$ cat src/rtl/branch_resolver_if.sv
// ---------------------------------------------------------------------------
// branch_resolver_if
//   Bundles the EX-stage branch operands coming down the pipe with the
//   results that the branch resolver sends back: the predictor training
//   update, the fetch redirect, the front-end flush and the performance
//   counters.
//   master : pipeline side. It drives the ex_* signals and observes the results.
//   slave  : the branch_resolver itself.
//   Signals:
//     ex_stall, ex_valid, ex_pc[31:0], ex_is_jmp, ex_br_type[2:0],
//     ex_rs_val[31:0], ex_rt_val[31:0], ex_imm_target[31:0],
//     ex_pred_taken, ex_pred_target[31:0]                     (to resolver)
//     upd_valid, upd_pc[31:0], upd_act_taken, upd_act_target[31:0],
//     upd_stall, redirect_valid, redirect_pc[31:0], flush_front,
//     branch_cnt[CNT_W-1:0], mispred_cnt[CNT_W-1:0]           (from resolver)
// ---------------------------------------------------------------------------
interface branch_resolver_if #(
  parameter int CNT_W = 32
);
  logic             ex_stall;
  logic             ex_valid;
  logic [31:0]      ex_pc;
  logic             ex_is_jmp;
  logic [2:0]       ex_br_type;
  logic [31:0]      ex_rs_val;
  logic [31:0]      ex_rt_val;
  logic [31:0]      ex_imm_target;
  logic             ex_pred_taken;
  logic [31:0]      ex_pred_target;

  logic             upd_valid;
  logic [31:0]      upd_pc;
  logic             upd_act_taken;
  logic [31:0]      upd_act_target;
  logic             upd_stall;
  logic             redirect_valid;
  logic [31:0]      redirect_pc;
  logic             flush_front;
  logic [CNT_W-1:0] branch_cnt;
  logic [CNT_W-1:0] mispred_cnt;

  modport master (
    output ex_stall, ex_valid, ex_pc, ex_is_jmp, ex_br_type, ex_rs_val,
           ex_rt_val, ex_imm_target, ex_pred_taken, ex_pred_target,
    input  upd_valid, upd_pc, upd_act_taken, upd_act_target, upd_stall,
           redirect_valid, redirect_pc, flush_front, branch_cnt, mispred_cnt
  );

  modport slave (
    input  ex_stall, ex_valid, ex_pc, ex_is_jmp, ex_br_type, ex_rs_val,
           ex_rt_val, ex_imm_target, ex_pred_taken, ex_pred_target,
    output upd_valid, upd_pc, upd_act_taken, upd_act_target, upd_stall,
           redirect_valid, redirect_pc, flush_front, branch_cnt, mispred_cnt
  );
endinterface

$ cat src/rtl/branch_resolver.sv
// ---------------------------------------------------------------------------
// branch_resolver
//   EX-stage branch resolution. It evaluates the branch condition and target,
//   then compares them with the prediction made at fetch. For every accepted
//   branch it issues a registered predictor update one cycle later. On a
//   mispredict it also pulses a fetch redirect and holds flush_front for
//   FLUSH_CYCLES cycles. While that flush runs, the instructions arriving in
//   EX are on the wrong path and are ignored.
//   Ports:
//     clk  : clock
//     rst  : asynchronous active-high reset
//     br   : branch_resolver_if.slave (EX operands in; update, redirect,
//            flush and performance counters out)
// ---------------------------------------------------------------------------
module branch_resolver #(
  parameter int FLUSH_CYCLES = 2,
  parameter int CNT_W        = 32
) (
  input  logic             clk,
  input  logic             rst,
  branch_resolver_if.slave br
);

  localparam int FC_W = (FLUSH_CYCLES > 1) ? $clog2(FLUSH_CYCLES) : 1;
  localparam logic [FC_W-1:0] FC_LOAD = FC_W'(FLUSH_CYCLES - 1);

  typedef enum logic {IDLE, FLUSH} state_t;

  state_t           state_q;
  logic [FC_W-1:0]  flush_cnt_q;

  logic             upd_valid_q;
  logic [31:0]      upd_pc_q;
  logic             upd_act_taken_q;
  logic [31:0]      upd_act_target_q;
  logic             upd_stall_q;
  logic             redirect_valid_q;
  logic [31:0]      redirect_pc_q;
  logic             flush_front_q;
  logic [CNT_W-1:0] branch_cnt_q;
  logic [CNT_W-1:0] mispred_cnt_q;

  // Combinational resolution of the instruction currently in EX.
  logic        accept_d;
  logic        act_taken_d;
  logic [31:0] act_target_d;
  logic [31:0] fallthru_d;
  logic        mispred_d;
  logic        rs_neg_d;
  logic        rs_zero_d;

  assign rs_neg_d  = br.ex_rs_val[31];
  assign rs_zero_d = (br.ex_rs_val == 32'd0);

  always_comb begin
    act_taken_d = 1'b0;
    case (br.ex_br_type)
      3'd0:    act_taken_d = (br.ex_rs_val == br.ex_rt_val);
      3'd1:    act_taken_d = (br.ex_rs_val != br.ex_rt_val);
      3'd2:    act_taken_d = ~rs_neg_d;
      3'd3:    act_taken_d = ~rs_neg_d & ~rs_zero_d;
      3'd4:    act_taken_d = rs_neg_d | rs_zero_d;
      3'd5:    act_taken_d = rs_neg_d;
      default: act_taken_d = 1'b1;  // J/JAL and JR/JALR
    endcase
  end

  assign act_target_d = (br.ex_br_type == 3'd7) ? br.ex_rs_val : br.ex_imm_target;
  // The fallthrough skips the delay slot. It wraps modulo 2^32.
  assign fallthru_d   = br.ex_pc + 32'd8;
  // A correct direction with the wrong target only counts when both sides say taken.
  assign mispred_d    = (act_taken_d != br.ex_pred_taken) |
                        (act_taken_d & br.ex_pred_taken &
                         (act_target_d != br.ex_pred_target));
  assign accept_d     = ~br.ex_stall & br.ex_valid & br.ex_is_jmp & (state_q == IDLE);

  always_ff @(posedge clk or posedge rst) begin
    if (rst) begin
      state_q          <= IDLE;
      flush_cnt_q      <= '0;
      upd_valid_q      <= 1'b0;
      upd_pc_q         <= '0;
      upd_act_taken_q  <= 1'b0;
      upd_act_target_q <= '0;
      upd_stall_q      <= 1'b1;
      redirect_valid_q <= 1'b0;
      redirect_pc_q    <= '0;
      flush_front_q    <= 1'b0;
      branch_cnt_q     <= '0;
      mispred_cnt_q    <= '0;
    end else begin
      // Strobes default low. The update data and redirect_pc hold their last values.
      upd_valid_q      <= 1'b0;
      upd_stall_q      <= 1'b1;
      redirect_valid_q <= 1'b0;
      case (state_q)
        IDLE: begin
          if (accept_d) begin
            upd_valid_q      <= 1'b1;
            upd_stall_q      <= 1'b0;
            upd_pc_q         <= br.ex_pc;
            upd_act_taken_q  <= act_taken_d;
            upd_act_target_q <= act_target_d;
            branch_cnt_q     <= branch_cnt_q + 1'b1;
            if (mispred_d) begin
              redirect_valid_q <= 1'b1;
              redirect_pc_q    <= act_taken_d ? act_target_d : fallthru_d;
              mispred_cnt_q    <= mispred_cnt_q + 1'b1;
              state_q          <= FLUSH;
              flush_front_q    <= 1'b1;
              flush_cnt_q      <= FC_LOAD;
            end
          end
        end
        FLUSH: begin
          // The count runs regardless of ex_stall. flush_front stays high while
          // the count falls from FC_LOAD to zero, then drops with the return to IDLE.
          if (flush_cnt_q == '0) begin
            state_q       <= IDLE;
            flush_front_q <= 1'b0;
          end else begin
            flush_cnt_q <= flush_cnt_q - 1'b1;
          end
        end
        default: begin
          state_q       <= IDLE;
          flush_front_q <= 1'b0;
        end
      endcase
    end
  end

  assign br.upd_valid      = upd_valid_q;
  assign br.upd_pc         = upd_pc_q;
  assign br.upd_act_taken  = upd_act_taken_q;
  assign br.upd_act_target = upd_act_target_q;
  assign br.upd_stall      = upd_stall_q;
  assign br.redirect_valid = redirect_valid_q;
  assign br.redirect_pc    = redirect_pc_q;
  assign br.flush_front    = flush_front_q;
  assign br.branch_cnt     = branch_cnt_q;
  assign br.mispred_cnt    = mispred_cnt_q;

endmodule

$ cat src/flat_wrapper.sv
// flat-port wrapper written by rule: the top's interface ports become plain ports
module branch_resolver_flat 
#(
  parameter int FLUSH_CYCLES = 2,
  parameter int CNT_W        = 32
)
  (clk, rst, br_ex_stall, br_ex_valid, br_ex_pc, br_ex_is_jmp, br_ex_br_type, br_ex_rs_val, br_ex_rt_val, br_ex_imm_target, br_ex_pred_taken, br_ex_pred_target, br_upd_valid, br_upd_pc, br_upd_act_taken, br_upd_act_target, br_upd_stall, br_redirect_valid, br_redirect_pc, br_flush_front, br_branch_cnt, br_mispred_cnt);
  branch_resolver_if #(.CNT_W(CNT_W)) br_i ();
  input  logic clk;
  input  logic rst;
  input wire logic [$bits(br_i.ex_stall)-1:0] br_ex_stall;
  input wire logic [$bits(br_i.ex_valid)-1:0] br_ex_valid;
  input wire logic [$bits(br_i.ex_pc)-1:0] br_ex_pc;
  input wire logic [$bits(br_i.ex_is_jmp)-1:0] br_ex_is_jmp;
  input wire logic [$bits(br_i.ex_br_type)-1:0] br_ex_br_type;
  input wire logic [$bits(br_i.ex_rs_val)-1:0] br_ex_rs_val;
  input wire logic [$bits(br_i.ex_rt_val)-1:0] br_ex_rt_val;
  input wire logic [$bits(br_i.ex_imm_target)-1:0] br_ex_imm_target;
  input wire logic [$bits(br_i.ex_pred_taken)-1:0] br_ex_pred_taken;
  input wire logic [$bits(br_i.ex_pred_target)-1:0] br_ex_pred_target;
  output wire logic [$bits(br_i.upd_valid)-1:0] br_upd_valid;
  output wire logic [$bits(br_i.upd_pc)-1:0] br_upd_pc;
  output wire logic [$bits(br_i.upd_act_taken)-1:0] br_upd_act_taken;
  output wire logic [$bits(br_i.upd_act_target)-1:0] br_upd_act_target;
  output wire logic [$bits(br_i.upd_stall)-1:0] br_upd_stall;
  output wire logic [$bits(br_i.redirect_valid)-1:0] br_redirect_valid;
  output wire logic [$bits(br_i.redirect_pc)-1:0] br_redirect_pc;
  output wire logic [$bits(br_i.flush_front)-1:0] br_flush_front;
  output wire logic [$bits(br_i.branch_cnt)-1:0] br_branch_cnt;
  output wire logic [$bits(br_i.mispred_cnt)-1:0] br_mispred_cnt;
  assign br_i.ex_stall = br_ex_stall;
  assign br_i.ex_valid = br_ex_valid;
  assign br_i.ex_pc = br_ex_pc;
  assign br_i.ex_is_jmp = br_ex_is_jmp;
  assign br_i.ex_br_type = br_ex_br_type;
  assign br_i.ex_rs_val = br_ex_rs_val;
  assign br_i.ex_rt_val = br_ex_rt_val;
  assign br_i.ex_imm_target = br_ex_imm_target;
  assign br_i.ex_pred_taken = br_ex_pred_taken;
  assign br_i.ex_pred_target = br_ex_pred_target;
  assign br_upd_valid = br_i.upd_valid;
  assign br_upd_pc = br_i.upd_pc;
  assign br_upd_act_taken = br_i.upd_act_taken;
  assign br_upd_act_target = br_i.upd_act_target;
  assign br_upd_stall = br_i.upd_stall;
  assign br_redirect_valid = br_i.redirect_valid;
  assign br_redirect_pc = br_i.redirect_pc;
  assign br_flush_front = br_i.flush_front;
  assign br_branch_cnt = br_i.branch_cnt;
  assign br_mispred_cnt = br_i.mispred_cnt;
  branch_resolver #(.FLUSH_CYCLES(FLUSH_CYCLES), .CNT_W(CNT_W)) u_core (.clk(clk), .rst(rst), .br(br_i));
endmodule
$ cat config.mk
export PLATFORM = sky130hd
export DESIGN_NAME = branch_resolver_flat
export DESIGN_NICKNAME = d
export VERILOG_FILES = /design/src/rtl/branch_resolver_if.sv /design/src/rtl/branch_resolver.sv /design/src/flat_wrapper.sv
export SDC_FILE = /design/constraint.sdc
export NUM_CORES = 1
export LEC_CHECK = 0
export BUFFER_PORTS_ARGS = -buffer_cell sky130_fd_sc_hd__buf_2
export CAP_MARGIN = 20
export CORE_ASPECT_RATIO = 0.7
export CORE_MARGIN = 3
export CORE_UTILIZATION = 45
export DETAILED_ROUTE_END_ITERATION = 16
export MAX_ROUTING_LAYER = met4
export PLACE_DENSITY = 0.73
export SLEW_MARGIN = 20
export SYNTH_ARGS = -nofsm -noshare
export SYNTH_HDL_FRONTEND = slang
export SYNTH_SLANG_ARGS = --single-unit
$ cat constraint.sdc
create_clock -name clk -period 4.7 [get_ports clk]
set_input_delay 0.235 -clock clk [delete_from_list [all_inputs] [get_ports clk]]
set_output_delay 0.235 -clock clk [all_outputs]
set_load 0.02 [all_outputs]
==> run summary, run 1 <==
Of the available clock period, the critical path in the final layout requires 68.7%. The tool flagged a number of max-cap violations equal to 0. For the total via count after detailed routing, the log shows 8089. Setup repair after global routing left no endpoint under its margin. The run gives 7842 as the via count of the first global-routing pass. The average wire per cell in the routed design is 19.6 um, and the chip width is 174 um. Once the clock tree was built, the resizer swapped 0 gates to a different size. After clock tree synthesis, the setup repair step added 0 buffers. Of the cells placed in the final design, the portion with a size suffix greater than 1 is 33.0%. At the worst endpoint, the arrival time is 3.54 ns. The flow ran to the end, and the final reports show no timing, DRC or antenna violations. The analysis attributes to cell leakage a power of 5.89 nW.

In this run the register-to-register setup slack is 1.71 ns. Once the floorplan was initialized, standard cells occupied 46.4% of the core. The number of non-filler instances in the completed layout is 1522. The total of buffers placed on input and output ports is 333. The logs give 19100 sq um for the core area and 28.4% for the overall track demand over capacity in global routing.

At the pin with the least slew margin, the transition time is 0.889 ns. The design area was 11400 sq um; the number of design-rule violations left by the first detailed-router iteration was 593. The tightest min-delay check is of the primary input to register type.

The post-synthesis average cell area works out to 9.66 sq um. The tools report the area of the die as 21400 sq um. The number of antenna violations at the first check in global routing was 5; the layout-stage area growth over the synthesis result was 28.7%. Summed over all nets, the half-perimeter wirelength after detailed placement is 23.5 mm.

The number of iterations in the first detailed-routing pass is 5, and the post-route antenna net violation count is 0. The power density normalized to cell area is 393 nW/um^2, and the setup TNS is 0 ns. Clock-pin slew reported for the worst setup and hold paths after clock tree synthesis: 0.07 ns.

The flop and latch count out of synthesis was 167. The logs give 4.47 mW for the total power draw and 0.946 for the global placement routability congestion. The worst-case IR drop observed on VDD is 0.000228 V. The run gives 1485 as the cell total after placement.

Walking the worst path, the cells encountered are buf_2 > xnor2_1 > nand4_1 > nor4_1 > a2111oi_0 > a31oi_1 > nand3_2 > inv_1 > ha_1 > a21oi_1 > o211ai_1 > nor4_1 > a31o_4 > inv_2 > mux2_4. The final count of hold timing violations was 0; the gate count of the mapped netlist was 916. The clock passes through at most 2 buffers. After filler insertion, the fill cell instance count of the layout stands at 1701.

In this run the number of H-tree levels came out at 4. Counting every sink on the clock net gives 167. Of all flip-flops after synthesis, the portion carrying an async set or reset was 100%. Of all nets on the critical path, the largest fanout is 39. The number of ports placed on the die boundary was 334; the total detailed-routing wirelength was 29.9 mm.

Once layout is complete, the utilization of the core stands at 59.7%. Static timing analysis puts the maximum clock frequency at 310 MHz. In the routed layout, each cell is associated on average with a via count of 5.31.

The chip height is 123 um. After global routing the overflow that remains totals 0. Clock skew on the completed layout was measured at 0.00869 ns. The library cells used most frequently in the layout, excluding fill and tap cells, are 333 x sky130_fd_sc_hd__buf_2, 166 x sky130_fd_sc_hd__dfrtp_1, 160 x sky130_fd_sc_hd__nand2_1, 81 x sky130_fd_sc_hd__xnor2_1, 77 x sky130_fd_sc_hd__xor2_1. Type of element capturing the critical path: a register. Hold repair after CTS inserted 0 buffers.

The first global-routing pass estimated 45.1 mm of wire. The worst endpoint required time is 5.02 ns. For the floorplan row count, the log shows 42. The mapped netlist covers 8850 sq um. Yosys mapped a number of flops with a built-in enable equal to 0.

For this run, the register share of the synthesized area comes to 47.2%. For this design, the slowest cell found on the critical path is sky130_fd_sc_hd__a31o_4. OpenSTA, run right after detailed placement, puts the worst setup slack at 1.07 ns. After layout, the minimum clock period comes to 3.23 ns. Clock tree synthesis inserted a total of 17 buffers. The largest net degree at the start of global routing is 168. The post-place instance area came out at 10800 sq um. The max-slew violation total from the final report came out at 0.

The total of endpoints with negative setup slack in the final report was 0. The Yosys step of the flow raised 0 warnings. The most common library cell in the layout ignoring fill and taps is sky130_fd_sc_hd__buf_2. The most numerous cell type found on the critical path is sky130_fd_sc_hd__nor4_1. For this run, the leading register cell type out of synthesis is sky130_fd_sc_hd__dfrtp_1.

The worst hold slack across all endpoints is 0.0419 ns. Setup slack on the critical path of the routed design comes to 1.47 ns. STA classifies the critical path startpoint as a primary input. On the worst path, the slowest cell contributes a delay of 0.53 ns. After synthesis, the netlist uses 47 different library cells.

The final layout contains 1413 nets. TritonCTS built the clock tree. The root buffer cell is sky130_fd_sc_hd__clkbuf_16. The critical path is of the primary input to register type. The logs give 0.43 ns for the clock latency on the worst-skew pair and 1089 for the post-synthesis net count. After detailed routing, the number of remaining DRC violations is 0. In this run the tightest slew margin relative to its limit is 40.7%.
## sequential cells by signal (all words and copies together) (netlist names)
register and flops:
u_core.br.branch_cnt 32, u_core.br.mispred_cnt 32, u_core.br.redirect_pc 32, u_core.br.upd_act_target 32, u_core.br.upd_pc 32, u_core.br.flush_front 1
u_core.br.redirect_valid 1, u_core.br.upd_act_taken 1, u_core.br.upd_stall 1, u_core.br.upd_valid 1, u_core.flush_cnt_q 1, u_core.state_q 1
## cell families after synthesis
family          synth area share (%)
mux                             8.02
compound gates                  6.62
simple gates                    18.7
xor+xnor                        15.6
fa+ha+maj                      0.566
flops                           47.2
buf+inv                         3.21
## report_power, final
part	switching [mW]	internal, mW	leakage (nW)
Clock	0.681	0.721	0.291
Combinational	0.785	0.433	3.49
Sequential	0.174	1.68	2.11
## worst paths after layout
check	end	start	cells after the start
max	u_core.br.redirect_pc[1]	br_ex_rs_val[6]	15
max reg2reg	u_core.br.redirect_pc[1]	u_core.state_q	8
min in group asynchronous	u_core.br.upd_valid	rst	3
max in group asynchronous	u_core.br.redirect_pc[28]	rst	3
min	u_core.br.upd_pc[25]	br_ex_pc[25]	3
min reg2reg	u_core.br.branch_cnt[31]	u_core.br.branch_cnt[31]	1
## metal layers
metal	wire length (um)	GRT usage, %
met1	13000	37.0
met2	14000	44.6
met3	2200	5.86
met4	728	9.69
met5	0	-
## critical path: cells and delay by family
family                     cells  cell delay, ns
AOI/OAI and AO/OA              5            1.19
xor gates and xnor gates       1            0.23
adders and majority gates      1            0.23
buffers and inverters          3            0.35
muxes                          1            0.32
and+or+nand+nor                4            0.97
## synth_stat cells (2+ instances only)
cell,number,area [sq um]
sky130_fd_sc_hd__o21ai_0,38,190
sky130_fd_sc_hd__a21oi_1,35,175
sky130_fd_sc_hd__inv_2,2,7.51
sky130_fd_sc_hd__o22ai_1,5,31.3
sky130_fd_sc_hd__nor4_1,18,113
sky130_fd_sc_hd__buf_4,2,15.0
sky130_fd_sc_hd__mux2_4,2,30.0
sky130_fd_sc_hd__buf_2,11,55.1
sky130_fd_sc_hd__ha_1,4,50.1
sky130_fd_sc_hd__and2_1,3,18.8
sky130_fd_sc_hd__o211ai_1,2,15.0
sky130_fd_sc_hd__clkbuf_1,9,33.8
sky130_fd_sc_hd__a31oi_1,2,12.5
sky130_fd_sc_hd__xnor2_1,81,709
sky130_fd_sc_hd__nand3_1,36,180
sky130_fd_sc_hd__nor3_1,14,70.1
sky130_fd_sc_hd__buf_6,2,22.5
sky130_fd_sc_hd__and4_1,12,105
sky130_fd_sc_hd__xor2_1,77,674
sky130_fd_sc_hd__nand4_1,30,188
sky130_fd_sc_hd__mux2_2,31,349
sky130_fd_sc_hd__nor3b_1,4,30.0
sky130_fd_sc_hd__o2bb2ai_1,2,17.5
sky130_fd_sc_hd__dfrtp_1,166,4150
sky130_fd_sc_hd__a22oi_1,3,22.5
sky130_fd_sc_hd__and3_1,13,81.3
sky130_fd_sc_hd__inv_1,29,109
sky130_fd_sc_hd__buf_1,11,41.3
sky130_fd_sc_hd__nand2_1,160,601
sky130_fd_sc_hd__a2111oi_0,5,43.8
sky130_fd_sc_hd__nor2_1,59,221
sky130_fd_sc_hd__mux2i_1,33,330
## layout make-up
cell class | instances | area [sq um] | area share (%)
clock buffer | 17 | 425 | 3.73
inverter | 31 | 121 | 1.07
sequential | 167 | 4180 | 36.7
multi-input combinational | 683 | 4390 | 38.6
tap | 264 | 330 | 2.90
timing repair buffer | 340 | 1740 | 15.3
clock inverter | 15 | 183 | 1.60
antenna | 5 | 12.5 | 0.110
No activity file was read; power rests on OpenSTA's default activity.
==> inputs of run 2 (changes only) <==
ABC_AREA = 1   (was not set)
PLACE_DENSITY = 0.71   (was 0.73)
clock period = 2.7 ns   (was 4.7 ns; I/O delays follow)
==> run 2 against run 1 <==
Effect of this change:
- final area grew 17%
- flip-flop and latch count did not move
- critical path depth rose by 3
- via count rose by 43%
- critical path type unchanged
- critical endpoint is now u_core.br.mispred_cnt[11]
- wire length is 25% higher
- global-route usage increased by 2.1 points
- first-iteration DRC count up 98%
- register-to-register slack worse by 1.3 ns
- cell count rose by 46%
- worst hold slack got worse by 0.029 ns
- largest cell class unchanged
- area after synthesis up 20%
==> run summary, run 2 <==
For this run, the slowest stage of the critical path takes 0.33 ns. For this run, the number of standard cells in the final layout without fillers is 2220. Most common cell in the synthesized netlist: sky130_fd_sc_hd__nand2_1.

The power density normalized to cell area came out at 615 nW/um^2. For flop-to-flop paths, the worst setup slack is 0.37 ns. The tools report the total grt overflow as 0.

The critical path goes through buf_2 > nand2_1 > nor2_8 > buf_12 > nand2_1 > nand2_1 > nand2_1 > nand2_1 > nand2_1 > nor2_1 > nand2_1 > nor2_1 > nand2_1 > nand2_1 > nand2_2 > buf_4 > nand3_1 > nand2_1. The tools report the startpoint of the most critical hold path as br_ex_pc[4]. The synthesized netlist contains 28 unique library cells. The worst hold path belongs to the class primary input to register.

The layout-stage area growth over the synthesis result works out to 25.6%. The type of element capturing the critical path was a register. The arrival time at the worst endpoint is 2.65 ns, and the count of flip-flops with a built-in enable after synthesis is 0. For this block, the initial DRC count from the detailed router was 1173.

The total of buffers placed on input and output ports was 333. Number of ports placed on the die boundary: 334. Setup repair after global routing left no endpoint under its margin. Standard cell with the maximum stage delay on the critical path: sky130_fd_sc_hd__buf_4.

Worst setup path category: primary input to register. The tools report the root buffer cell as sky130_fd_sc_hd__clkbuf_16. Counting along the longest clock path gives a buffer depth of 2. Clock-pin slew was measured on the worst setup and hold paths at 0.07 ns. Once layout is done, the placed cells without fillers occupy 13300 sq um.

The number of iterations in the first detailed-routing pass was 6. The total power draw is 8.19 mW. The most common library cell in the layout ignoring fill and taps was sky130_fd_sc_hd__nand2_1.

The logs give 2 for the number of antenna violations at the first check in global routing and 0 for the post-CTS repair timing setup buffer count. The timing-limited maximum frequency is 429 MHz, and the cell area after synthesis is 10600 sq um. At the pin with the least slew margin, the transition time is 0.737 ns. The analysis attributes to cell leakage a power of 7.46 nW.

The tools report the post-synthesis net count as 1745. Peak supply drop: 0.000513 V. The area of the die was 25500 sq um; the hold-critical path depth was 3. By count the netlist is led by 632 x sky130_fd_sc_hd__nand2_1, 166 x sky130_fd_sc_hd__dfrtp_1, 163 x sky130_fd_sc_hd__nor2_1. The synthesized design spends more area on one cell type than any other, namely sky130_fd_sc_hd__dfrtp_1. TritonCTS created 17 clock buffers. After detailed routing, the average wire length per cell comes to 16.9 um. Measured along the x axis, the die boundary spans 189 um. The post-synthesis average cell area works out to 6.75 sq um. The startpoint kind of the worst setup timing path was a primary input. The post-place instance area came out at 12600 sq um.

After detailed routing, the total wire length is 37.5 mm. In the routed layout, each cell is associated on average with a via count of 5.21. The worst-case setup slack after placement is -0.0254 ns, and the maximum fanout along the worst path is 64.

The share of the cycle needed by the critical path after routing was 86.2%; the final count of hold timing violations was 0. The logs give 10600 for the via count of the first global-routing pass and 0.371 ns for the final worst setup slack. The critical path crosses 18 cells after its start point. By instance count, the cell type seen most on the critical path is sky130_fd_sc_hd__nand2_1. In the layout the commonest cells are 630 x sky130_fd_sc_hd__nand2_1, 333 x sky130_fd_sc_hd__buf_2, 166 x sky130_fd_sc_hd__dfrtp_1, 163 x sky130_fd_sc_hd__nor2_1, 141 x sky130_fd_sc_hd__inv_1. The floorplan has 46 rows. Number of max-cap violations: 0.

Across the routed clock network, the largest skew measured is 0.00725 ns. The global placement routability congestion is 0.962. Synthesis produced 1572 cells.

TritonCTS built the clock tree. The final period demand of the worst path works out to 2.33 ns. The half-perimeter wire length after placement came out at 29.1 mm.

The logs give 22900 sq um for the core area and 0 for the number of instances resized during post-cts repair. The top cell family by delay on the critical path is simple AND/OR/NAND/NOR gates. The clock net sink count was 167. The chip height came out at 134 um.

Counting the fill cells in the layout gives 2271. Setup violations remaining at the end of the flow were counted as 0. The fraction of final layout cells sized beyond drive strength 1 works out to 20.6%. Entering global routing, the biggest net connects 66 pins. The path with the worst hold slack has its endpoint at u_core.br.upd_pc[4].

In the final design database the tool counted 2066 nets. The overall track demand over capacity in global routing was 30.5%. The global-route wire length before repair is 59.2 mm. After detailed placement, the design holds a cell count of 2177.

For the post-route antenna net violation count, the log shows 0. Fraction of registers with async set or reset after synthesis: 100%. The tools report the worst flop-to-flop path endpoint as u_core.br.branch_cnt[28]. The run finished with clean final reports. During synthesis, Yosys emitted a total of 0 warnings.

Together, buffers and inverters on the worst path number 3. For the worst setup path, the data required time is 3.02 ns. The synthesized design devotes to its leading area cell type 39.2% of total area.

The worst register-to-register path has a depth of 12. In this run, synthesis produced a sequential element count of 167. Initial core utilization: 46.3%.

By area the synthesized netlist is led by sky130_fd_sc_hd__dfrtp_1 39%, sky130_fd_sc_hd__nand2_1 22%, sky130_fd_sc_hd__nor2_1 5.8%. The tools report the origin of the critical flop-to-flop path as u_core.br.branch_cnt[1]. For this run, the register share of the synthesized area comes to 39.4%. The worst pin sits at a relative slew slack of 50.9%.

The most used flip-flop cell after synthesis is sky130_fd_sc_hd__dfrtp_1. The final route contains 11600 vias. At the later pin of the worst-skew pair, clock insertion delay measures 0.44 ns. For this run, design rule violations remaining after detail routing come to 0. CTS built an H-tree with a depth of 4.

The max-slew violation total from the final report came out at 0.
## run 2: per-layer routing
layer | wire length [um] | GRT usage (%)
met1 | 17900 | 46.9
met2 | 15400 | 41.5
met3 | 3340 | 4.91
met4 | 762 | 7.43
met5 | 0 | -
## run 2: report_power, final
part	switching, mW	internal, mW
registers	0.323	2.91
logic	1.53	0.754
clock network	1.09	1.58
total	2.94	5.25
## run 2: worst max path at each step
stage / to / slack, ns / from
global route: u_core.br.branch_cnt[28] / 0.06 / u_core.br.branch_cnt[1]
floorplan: u_core.br.branch_cnt[0] / 0.44 / rst
detailed placement: u_core.br.mispred_cnt[1] / -0.03 / br_ex_br_type[1]
CTS: u_core.br.branch_cnt[28] / 0.38 / u_core.br.branch_cnt[1]
finish: u_core.br.mispred_cnt[11] / 0.37 / br_ex_br_type[1]
global placement: u_core.br.mispred_cnt[4] / 0.02 / br_ex_br_type[1]
## run 2: per-stage QoR
stage	utilization, %	setup TNS (ns)	hold slack [ns]
5_1_grt	58.1	0	0.0167
3_5_place_dp	54.9	-0.353	0.191
2_1_floorplan	-	0	0.245
4_1_cts	58.1	0	0.00246
6_report	58.1	0	0.0125
3_3_place_gp	54.9	0	0.190
## run 2: layout make-up
class / count / area [sq um] / area share (%)
Clock inverter: 14 / 196 / 1.48
Inverter: 144 / 547 / 4.11
Antenna cell: 2 / 5.00 / 0.0376
Multi-Input combinational cell: 1202 / 5610 / 42.1
Sequential cell: 167 / 4180 / 31.4
Timing Repair Buffer: 361 / 1950 / 14.6
Tap cell: 312 / 390 / 2.93
Clock buffer: 18 / 439 / 3.30
## run 2: what timing repair did
action / in CTS / in global routing
endpoints found under the hold margin: 25 / 0
hold buffers: 9 / 0
setup endpoints to repair: 0 / 0
## run 2: cell families after synthesis
family / count (synthesis) / synth area share [%]
AND/OR/NAND/NOR: 1034 / 40.7
buffers and inverters: 203 / 7.74
flip-flops: 167 / 39.4
XOR/XNOR: 100 / 8.26
AO/OA/AOI/OAI: 64 / 3.37
adder cells (fa/ha/maj): 4 / 0.472
## run 2: worst register-to-register path, delay by kind of cell, from the launching register on
| family | cells | cell delay, ns |
|---|---|---|
| fa+ha+maj | 1 | 0.20 |
| simple gates | 11 | 1.56 |
| flops | 1 | 0.45 |
==> inputs of run 3 (changes only) <==
RECOVER_POWER = 25   (was not set)
==> run 3 against run 2 <==
Effect of this change:
- utilization fell by 0.093 points
- cell count did not move
- sequential power barely moved
- non-clock buffer count did not move
- worst hold slack barely moved
- clock power barely moved
==> run summary, run 3 (synthesis gave the netlist of run 2 again) <==
The run finished with clean final reports. From left edge to right edge, the die measures 189 um. The root buffer cell chosen for the clock tree is sky130_fd_sc_hd__clkbuf_16. The TritonCTS buffer count is 17. The most common library cell in the layout ignoring fill and taps is sky130_fd_sc_hd__nand2_1.

On the critical path, the stage with the largest delay is an instance of sky130_fd_sc_hd__buf_4. Counting stages on the worst path, the most repeated cell is sky130_fd_sc_hd__nand2_1. The detailed-route vias per instance is 5.25.

Setup repair after global routing left no endpoint under its margin. The post-route core utilization was 58.0%. Walking the worst path, the cells encountered are buf_2 > nand2_1 > nor2_8 > buf_12 > nand2_1 > nand2_1 > nand2_1 > nand2_1 > nand2_1 > nor2_1 > nand2_1 > nor2_1 > nand2_1 > nand2_1 > nand2_2 > buf_4 > nand3_1 > nand2_1. The tools report the post-CTS repair timing setup buffer count as 0. The worst setup path is captured at a register. After detailed routing, the number of remaining DRC violations is 0. Number of max-cap violations: 0. Leaving out fill and tap cells, the most frequent cells in the layout are 630 x sky130_fd_sc_hd__nand2_1, 330 x sky130_fd_sc_hd__buf_2, 166 x sky130_fd_sc_hd__dfrtp_1, 163 x sky130_fd_sc_hd__nor2_1, 141 x sky130_fd_sc_hd__inv_1. Total of buffers placed on input and output ports: 333.

In the final design database the tool counted 2066 nets. Measured against its own limit, the worst slew margin works out to 14.1%. After the first detailed-routing iteration, the DRC count stood at 1125. The share of the cycle needed by the critical path after routing came out at 87.6%.

The path class of the tightest hold or removal check is primary input to register. For the final routed database, the setup TNS stands at 0 ns. The logs give 0.334 ns for the final worst setup slack and 66 for the largest net degree at the start of global routing.

Leakage power: 7.45 nW. At the pin with the least slew margin, the transition time is 1.29 ns. For the max-slew violation total from the final report, the log shows 0. The half-perimeter wire length after placement was 29.1 mm.

Data on the critical path is required at its endpoint by 3.02 ns. For the total detailed-routing wirelength, the log shows 37.5 mm. The worst register-to-register path begins at u_core.br.branch_cnt[1]. The maximum root-to-sink buffer count is 2, and the delay of the slowest critical-path stage is 0.34 ns. The worst setup path is launched from a primary input.

The clock net sink count was 167; the final count of hold timing violations was 0. After clock tree synthesis, the repair step resized 0 gates. Counting the fill cells in the layout gives 2274.

TritonCTS built the clock tree. The number of iterations in the first detailed-routing pass was 5. The average wire per cell in the routed design was 16.9 um. Worst setup path category: primary input to register.

The number of cells on the worst reg-to-reg path was 12; the number of antenna violations at the first check in global routing was 2. The clock tree synthesis step divided the H-tree into 4 levels. The clock latency on the worst-skew pair is 0.44 ns, and the global placement routability congestion is 0.962. The worst register-to-register path ends at u_core.br.branch_cnt[28]. In this run the worst setup path begins at br_ex_br_type[1].

Following the worst setup path forward leads to its endpoint at u_core.br.mispred_cnt[1]. The floorplan row count is 46, and the total of endpoints with negative setup slack in the final report is 0. The via count of the first global-routing pass came out at 10600. Clock-pin slew was measured on the worst setup and hold paths at 0.06 ns. Final period demand of the worst path: 2.37 ns. The die is 134 um tall. Summing over every cut layer, the via total after detailed routing is 11700. The timing-limited maximum frequency was 423 MHz. The area growth from synthesis to layout is 25.4%.

For this run, the total global-route usage over all layers was measured as 30.5%. The initial utilization of the core area, before any placement, comes to 46.3%. OpenSTA, run right after detailed placement, puts the worst setup slack at -0.0254 ns.

The die covers 25500 sq um. The global-route wire length before repair came out at 59.2 mm. Data arrives at the worst endpoint at 2.69 ns. The logs give 22900 sq um for the core area and 0 for the post-route antenna net violation count. Across the routed clock network, the largest skew measured is 0.00599 ns.

Summed over all layers, the global routing overflow is 0. Total power draw: 8.19 mW. Along the worst path, the maximum fanout reaches 64. In this run the power density over the cells is 616 nW/um^2. The setup check on the worst reg-to-reg path leaves a slack of 0.36 ns. The worst-case IR drop observed on VDD is 0.000516 V.

The fraction of final layout cells sized beyond drive strength 1 is 20.5%, and the number of ports placed on the die boundary is 334.
run 3: changes by cell type in the layout (fill, tap and decap cells not counted):
cell / before / now
sky130_fd_sc_hd__buf_4: 15 / 14
sky130_fd_sc_hd__clkbuf_2: 0 / 1
sky130_fd_sc_hd__clkbuf_4: 0 / 1
sky130_fd_sc_hd__clkinvlp_4: 4 / 3
sky130_fd_sc_hd__clkinvlp_2: 0 / 1
sky130_fd_sc_hd__buf_2: 333 / 330
sky130_fd_sc_hd__buf_12: 4 / 3
sky130_fd_sc_hd__clkbuf_1: 0 / 3
run 3: per-layer routing:
metal / routed length [um] / up-vias / part of all wire (%) / global-route usage [%]
met5: 0 / - / 0 / -
met4: 739 / 0 / 2.0 / 7.43
met3: 3300 / 46 / 8.8 / 4.91
met2: 15500 / 561 / 41 / 41.5
met1: 17900 / 5425 / 48 / 46.9
li1: - / 5631 / - / -
run 3: critical path: cells and delay by family:
kind                   cells  cell delay [ns]
AND/OR/NAND/NOR           15             1.77
buffers and inverters      3             0.74
run 3: where the power goes:
group	internal, mW	switching (mW)
clock	1.58	1.09
combinational	0.751	1.53
sequential	2.91	0.323
total	5.25	2.95
run 3: through the flow:
step | instance area [sq um] | hold slack, ns | std cells
global placement | 12600 | 0.190 | 2177
CTS | 13300 | 0.00246 | 2218
floorplan | 10600 | 0.245 | 1572
global route | 13300 | 0.0167 | 2220
detailed placement | 12600 | 0.191 | 2177
finish | 13300 | 0.0127 | 2220
run 3: what timing repair did:
| item | CTS | global route |
|---|---|---|
| endpoints found under the setup margin | 0 | 0 |
| endpoints found under the hold margin | 25 | 0 |
| hold buffers | 9 | 0 |
run 3: how the worst min path moves through the flow:
stage	from	end	cells after the start
floorplan	br_ex_pc[0]	u_core.br.upd_pc[0]	2
global placement	rst	u_core.br.upd_valid	2
detailed placement	rst	u_core.br.upd_valid	2
CTS	br_ex_imm_target[31]	u_core.br.upd_act_target[31]	3
global route	br_ex_pc[4]	u_core.br.upd_pc[4]	3
finish	br_ex_pc[4]	u_core.br.upd_pc[4]	3
run 3: final cells by class:
| type | count | area [sq um] | area share (%) |
|---|---|---|---|
| diodes | 2 | 5.00 | 0.0376 |
| clock buffers | 18 | 439 | 3.30 |
| clock inverters | 14 | 196 | 1.48 |
| inverters | 144 | 544 | 4.09 |
| multi-input cells | 1202 | 5610 | 42.2 |
| flip-flops and latches | 167 | 4180 | 31.4 |
| well taps | 312 | 390 | 2.94 |
| repair buffers | 361 | 1930 | 14.5 |
